`config.mk`:
```
export PLATFORM = sky130hd
export DESIGN_NAME = key_pulse_gen
export DESIGN_NICKNAME = d
export VERILOG_FILES = /design/src/rtl/key_pulse_gen.sv
export SDC_FILE = /design/constraint.sdc
export NUM_CORES = 1
export LEC_CHECK = 0
export BUFFER_PORTS_ARGS = -buffer_cell sky130_fd_sc_hd__buf_4
export CAP_MARGIN = 20
export CORE_UTILIZATION = 30
export CTS_CLUSTER_SIZE = 8
export DETAILED_ROUTE_END_ITERATION = 10
export SLEW_MARGIN = 10
export SYNTH_ARGS = -nofsm -noshare
export SYNTH_HDL_FRONTEND = slang
export SYNTH_SLANG_ARGS = --single-unit
```
`constraint.sdc`:
```
create_clock -name clock -period 5.84 [get_ports clock]
set_clock_uncertainty 0.1 [all_clocks]
set_input_delay 0.292 -clock clock [delete_from_list [all_inputs] [get_ports clock]]
set_output_delay 0.292 -clock clock [all_outputs]
set_load 0.1 [all_outputs]
```
`src/rtl/key_pulse_gen.sv`:
```
// key_pulse_gen: debounces two active-low push-buttons and turns presses into
// one-cycle inc/dec requests with optional auto-repeat and a both-held lockout.
module key_pulse_gen #(
   parameter int DEBOUNCE_CYCLES      = 125000,
   parameter int REPEAT_DELAY_CYCLES  = 62500000,
   parameter int REPEAT_PERIOD_CYCLES = 12500000,
   parameter int REPEAT_EN            = 1
) (
   input  logic clock,
   input  logic reset,
   input  logic i_key0_n,
   input  logic i_key1_n,
   output logic o_inc_pulse,
   output logic o_dec_pulse,
   output logic o_key0_level,
   output logic o_key1_level
);
   localparam int DW  = $clog2(DEBOUNCE_CYCLES) > 0 ? $clog2(DEBOUNCE_CYCLES) : 1;
   localparam int TDW = $clog2(REPEAT_DELAY_CYCLES) > 0 ? $clog2(REPEAT_DELAY_CYCLES) : 1;
   localparam int TPW = $clog2(REPEAT_PERIOD_CYCLES) > 0 ? $clog2(REPEAT_PERIOD_CYCLES) : 1;
   localparam int TW  = TDW > TPW ? TDW : TPW;

   typedef enum logic [1:0] {IDLE, DELAY, REPEAT} state_t;

   logic [1:0]    s1, s2, lvl, lev, req, pulse;
   logic [DW-1:0] cnt [2];
   logic [TW-1:0] tmr [2];
   logic [TW-1:0] tmr_nx [2];
   state_t        st [2];
   state_t        st_nx [2];

   always_ff @(posedge clock or posedge reset) begin
      if (reset) begin
         s1    <= '0;
         s2    <= '0;
         lvl   <= '0;
         lev   <= '0;
         pulse <= '0;
         for (int i = 0; i < 2; i++) begin
            cnt[i] <= '0;
            tmr[i] <= '0;
            st[i]  <= IDLE;
         end
      end else begin
         s1  <= ~{i_key1_n, i_key0_n};
         s2  <= s1;
         lev <= lvl;
         // a key's pulse is dropped if the other key is held now or becomes held at this edge
         pulse <= req & ~{lvl[0], lvl[1]} & ~{lev[0], lev[1]};
         for (int i = 0; i < 2; i++) begin
            st[i]  <= st_nx[i];
            tmr[i] <= tmr_nx[i];
            if (s2[i] == lvl[i])
               cnt[i] <= '0;
            else if (cnt[i] == DW'(DEBOUNCE_CYCLES - 1)) begin
               lvl[i] <= ~lvl[i];
               cnt[i] <= '0;
            end else
               cnt[i] <= (&cnt[i]) ? cnt[i] : cnt[i] + 1'b1;
         end
      end
   end

   always_comb begin
      for (int i = 0; i < 2; i++) begin
         st_nx[i]  = st[i];
         tmr_nx[i] = tmr[i];
         req[i]    = 1'b0;
         case (st[i])
            IDLE: if (lev[i]) begin
               st_nx[i]  = DELAY;
               tmr_nx[i] = '0;
               req[i]    = 1'b1;
            end
            DELAY: if (!lev[i]) begin
               st_nx[i]  = IDLE;
               tmr_nx[i] = '0;
            end else if (REPEAT_EN != 0) begin
               if (tmr[i] == TW'(REPEAT_DELAY_CYCLES - 1)) begin
                  st_nx[i]  = REPEAT;
                  tmr_nx[i] = '0;
                  req[i]    = 1'b1;
               end else
                  tmr_nx[i] = tmr[i] + 1'b1;
            end
            REPEAT: if (!lev[i]) begin
               st_nx[i]  = IDLE;
               tmr_nx[i] = '0;
            end else if (tmr[i] == TW'(REPEAT_PERIOD_CYCLES - 1)) begin
               tmr_nx[i] = '0;
               req[i]    = 1'b1;
            end else
               tmr_nx[i] = tmr[i] + 1'b1;
            default: begin
               st_nx[i]  = IDLE;
               tmr_nx[i] = '0;
            end
         endcase
      end
   end

   assign o_inc_pulse  = pulse[0];
   assign o_dec_pulse  = pulse[1];
   assign o_key0_level = lev[0];
   assign o_key1_level = lev[1];
endmodule

```
## Yosys cells after proc, flatten, opt, wreduce, memory -nomap -nowiden

Cells that the tools add are included.

| word-level totals | value |
|---|---|
| register bits | 100 |
| memory bits (read-only) | 0 |
| input port bits | 4 |
| output and inout port bits | 4 |
| memories | 0 |
| bits in writable memories | 0 |
| word-level logic and storage cells | 93 |
| latch bits | 0 |

| cells by class | value |
|---|---|
| shift operators | 0 |
| order comparisons | 0 |
| muxes and demuxes | 40 |
| equal/unequal tests | 20 |
| bitwise gates (word level) | 9 |
| divide/modulo/power cells | 0 |
| reduce and logical (&&, ||, !) cells | 8 |
| $mul | 0 |
| add/subtract/negate cells | 4 |

Operators by type and width:

| cell | number |
|---|---|
| two-way mux 26 bit | 10 |
| case mux 26 bit (3 select lines) | 2 |
| two-way mux 17 bit | 6 |
| adder 26 x 1 -> 26 bit (second input constant) | 2 |
| equality test 26 x 24 -> 1 bit (second input constant) | 2 |
| equality test 26 bit (second input constant) | 2 |
| adder 17 x 1 -> 17 bit (second input constant) | 2 |
| equality test 17 bit (second input constant) | 2 |
| AND reduction 17 bit | 2 |
| two-way mux 2 bit | 8 |
| inequality test 3 bit (second input constant) | 4 |
| case mux 2 bit (3 select lines) | 2 |
| two-way mux 1 bit | 10 |
| inequality test 2 bit (second input constant) | 4 |
| NOT 2 bit | 3 |
| case mux 1 bit (3 select lines) | 2 |
| AND reduction 3 bit | 2 |
| AND 2 bit | 2 |
| equality test 2 x 1 -> 1 bit (second input constant) | 2 |
| equality test 2 bit (second input constant) | 2 |
| logical NOT 2 bit | 2 |
| NOT 1 bit | 4 |
| AND reduction 2 bit | 2 |
| equality test 1 bit | 2 |

## Longest topological paths before layout

| logic depth | value |
|---|---|
| word-level depth | 6 |
| depth in mapped cells | 13 |
| gate-level depth less buffers | 10 |

## Least setup slack after synthesis

Ideal clock, no wire load.

| timing | value |
|---|---|
| path type | register to register |
| start | register lev[1] |
| end | register tmr[22] (netlist name) |
| required time | 5653 ps |
| arrival time | 2260 ps |
| library setup time | 87 ps |
| clock period less this slack | 2448 ps |
| path slack | 3392 ps |
| stages on the path, launching flop included | 7 |
| path buffers | 2 |
| path through | dfrtp_1 > and2_1 > clkbuf_1 > o211a_1 > clkbuf_1 > o21bai_1 > a22oi_1 |

| between the ends | value |
|---|---|
| longest elaborated chain between the ends | 2 |
| elaborated cells on any way between the ends | 4 |
| classes of those cells | eq/ne (1); mux (3) |

RTL lines:

| item | RTL line | source |
|---|---|---|
| start, declared | 25 | `logic [1:0] s1, s2, lvl, lev, req, pulse;` |
| start signal, assigned | 47 | `lev <= lvl;` |
| two-way mux 26 bit (on tied branches) | 86, 75 |  |
| case mux 26 bit (3 select lines) | 69 | `case (st[i])` |
| end signal, assigned by index | 52 | `tmr[i] <= tmr_nx[i];` |
| end, declared | 27 | `logic [TW-1:0] tmr [2];` |

Several ways; a longest one is shown, not always the timed one.
A chain may end at the register's enable or synchronous reset.

## Worst setup path after layout

| timing | value |
|---|---|
| start | register tmr[26] (netlist name) |
| end | register tmr[28] (netlist name) |

| between the ends | value |
|---|---|
| longest elaborated chain between the ends | 4 |
| elaborated cells on any way between the ends | 8 |
| classes of those cells | add/sub (1); eq/ne (2); mux (5) |

RTL lines:

| item | RTL line |
|---|---|
| adder 26 x 1 -> 26 bit, or another cell as far along | 84, 93 |
| two-way mux 26 bit (on tied branches) | 89, 79 |
| two-way mux 26 bit (on tied branches) | 86, 75 |
| case mux 26 bit (3 select lines) (*) | 69 |

Every way passes the cells marked *; elsewhere a longest branch is shown, timed or not.

==> impl_metrics.py <==
metrics = {
    "global_routing": {
        "antenna_found_initial": 0,
        "grt_use_total": 0.139,
        "grt_pass1_wl_mm": 22.4,
        "grt_pass1_vias": 4451,
        "grt.overflow.total": 0,
        "grt_max_degree": 68,
    },
    "die": {
        "dieHeight_um": 142,
        "start_util": 0.311,
        "core_mm2": 0.0190,
        "die_w_um": 142,
        "io_pins": 8,
        "row_count": 50,
        "die_area_mm2": 0.0203,
    },
    "route": {
        "viasPerCell": 5.23,
        "routed_wl_mm": 12.9,
        "dr_total_vias": 4770,
        "drcViolationCount": 0,
        "drt-initial-drc-count": 349,
        "dr.pass1.iters": 5,
        "ant_nets": 0,
        "wl_per_cell_um": 14.2,
    },
    "cts": {
        "cts_resized": 0,
        "insertion_delay_ns": 0.36,
        "cts-buffers-inserted": 9,
        "cts_num_sinks": 100,
        "clockRootBuffer": "clkbuf_16",
        "clkTransAtPathRegs_ns": 0.07,
        "cts_tree": "done",
        "post_cts.repair.setup_buffers": 0,
        "clockBufferDepth": 2,
        "hold_buffers": 3,
        "cts_htree_levels": 3,
    },
    "logic_synthesis": {
        "yosysSeqAreaShare": 0.423,
        "yosys_warnings": 0,
        "ys.flop_type": "dfrtp_1",
        "synth_nets": 678,
        "syn_area_mm2": 0.00591,
        "post_synth_num_cell_types": 59,
        "synthArstFlopShare": 1.00,
        "syn-instance-count": 660,
        "synth_edf_count": 0,
        "ys_ff_latch": 100,
        "synth_area_per_cell_um2": 8.95,
    },
    "status": {
        "status": "finished, final reports clean",
    },
    "sta": {
        "period_share": 0.479,
        "timing.setup.tns_ns": 0,
        "setup_viol": 0,
        "hold_violations": 0,
        "worst_pin_slew_ns": 0.935,
        "rsz0062_at_grt": "false",
        "fin_hold_ws_ns": 0.254,
        "period_needed_ns": 2.79,
        "relSlewSlack": 0.377,
        "final_max_slew_viol_count": 0,
        "fmax_mhz": 358,
    },
    "finish": {
        "fin_util": 0.340,
        "n_antenna_cell": 0,
        "drive_above_1_share": 0.0598,
        "finalNetCount": 665,
        "final_cells": 912,
        "syn_to_final_growth_pct": 9.34,
    },
    "power": {
        "p_total_mw": 1.31,
        "powerDensity_mw_per_mm2": 203,
        "p_leak_nw": 2.57,
        "max-vdd-ir-drop_uv": 117,
    },
    "setup_path": {
        "cp_top_family": "compound AO/OA/AOI/OAI gates",
        "start_kind": "register",
        "worst-path-buf-inv": 0,
        "required_ns": 5.98,
        "crit_chain": "ha_1, and4_1, nand4_1, o21a_1, o21ai_4, o311ai_0",
        "cp_slowest_cell": "o21a_1",
        "cpPeakStageDelay_ns": 0.77,
        "worstPathArrival_ns": 2.94,
        "crit_fanout": 22,
        "endpoint_kind": "register",
        "path_class": "reg -> reg",
    },
    "flow_run": {
        "cap_viol_max_count": 0,
    },
    "place": {
        "dp_hpwl_mm": 8.54,
        "io_buffer_count": 7,
        "dp.cells": 893,
        "globalplace.congestion": 0.810,
    },
    "worst_hold_path": {
        "hp-class": "reg -> reg",
    },
}
## logic make-up (layout without fill, tap and decap cells)
kind of cell               after synthesis  count (layout)  synth area share
AOI/OAI and AO/OA                      103             103             0.130
DFF                                    100             100             0.423
muxes                                    8               8            0.0140
buffers and inverters                   65              57            0.0451
xor gates and xnor gates                47              47            0.0697
adders and majority gates               14              14            0.0296
and+or+nand+nor                        323             323             0.288
## final cells by class
type | count | area [um^2]
clock buffer | 10 | 229
clock inverter | 6 | 51.3
fill | 1971 | 12600
inverter | 28 | 108
multi-input combinational | 495 | 3140
sequential | 100 | 2500
tap | 260 | 325
timing repair buffer | 13 | 105
## power by group
| group | internal [mW] | leakage [nW] | total, mW | switching (mW) |
|---|---|---|---|---|
| sequential | 0.697 | 1.38 | 0.700 | 0.00378 |
| clock | 0.297 | 0.140 | 0.580 | 0.283 |
| combinational | 0.00781 | 1.05 | 0.0291 | 0.0213 |
| total | 1.00 | 2.57 | 1.31 | 0.308 |
## worst register-to-register path, cell delays in order (launching register included)
cell and delay [ns]:
dfrtp_1 0.43, ha_1 0.27, and4_1 0.24, nand4_1 0.22
o21a_1 0.77, o21ai_4 0.29, o311ai_0 0.37
## state kept, by name, summed over array words and instances, names as in the netlist
name and count:
cnt 34, lev 2, lvl 2, pulse 2
s1 2, s2 2, st 4, tmr 52
## routing by layer
metal | track usage | up-vias | share of wire
met5 | 0 | - | 0
met4 | 0.0481 | 0 | 0.013
met3 | 0.0323 | 16 | 0.036
met2 | 0.208 | 81 | 0.44
met1 | 0.194 | 2298 | 0.51
li1 | - | 2375 | -
## synthesized netlist by cell type, types with 15 or more instances
library cell,number,share of area
o2111ai_1,18,0.027
o21ai_0,19,0.016
and3_1,18,0.019
nor3_1,15,0.013
clkbuf_1,28,0.018
nand3_1,32,0.027
xnor2_1,22,0.033
inv_1,28,0.018
xor2_1,25,0.037
nand4_1,31,0.033
nand2_1,76,0.048
dfrtp_1,100,0.42
nor2_1,73,0.046
o211ai_1,28,0.036
## through the flow
| step | setup slack, ns | area, um^2 |
|---|---|---|
| after floorplan | 2.83 | 5910 |
| after global placement | 3.10 | 6150 |
| after detailed placement | 3.06 | 6150 |
| after CTS | 3.04 | 6460 |
| after global routing | 2.83 | 6460 |
| final | 3.05 | 6460 |
## worst paths after layout
check | cells after the start | to | start | slack, ns
max | 6 | tmr[28] | tmr[26] | 3.05
max reg2reg | 6 | tmr[28] | tmr[26] | 3.05
min in group asynchronous | 3 | s1[0] | reset | 0.40
min | 0 | s2[0] | s1[0] | 0.25
max in group asynchronous | 4 | cnt[2] | reset | 4.05
min reg2reg | 0 | s2[0] | s1[0] | 0.25
## layout by cell type, fill, tap and decap left out, types with 5 or more instances in the layout
cell       synthesis  final
dfrtp_1          100    100
nand2_1           76     76
nor2_1            73     73
nand3_1           32     32
nand4_1           31     31
o211ai_1          28     28
inv_1             28     27
xor2_1            25     25
xnor2_1           22     22
o21ai_0           19     19
and3_1            18     18
o2111ai_1         18     18
nor3_1            15     15
ha_1              14     14
and4_1            13     13
and2_1            11     11
nor4_1            11     11
nor4b_1           10     10
buf_4              0     10
clkbuf_16          0      9
a21oi_1            8      8
o221ai_1           8      8
or3_1              6      6
mux2i_1            6      6
nor2b_1            5      5
(Power assumes the default switching activity.)
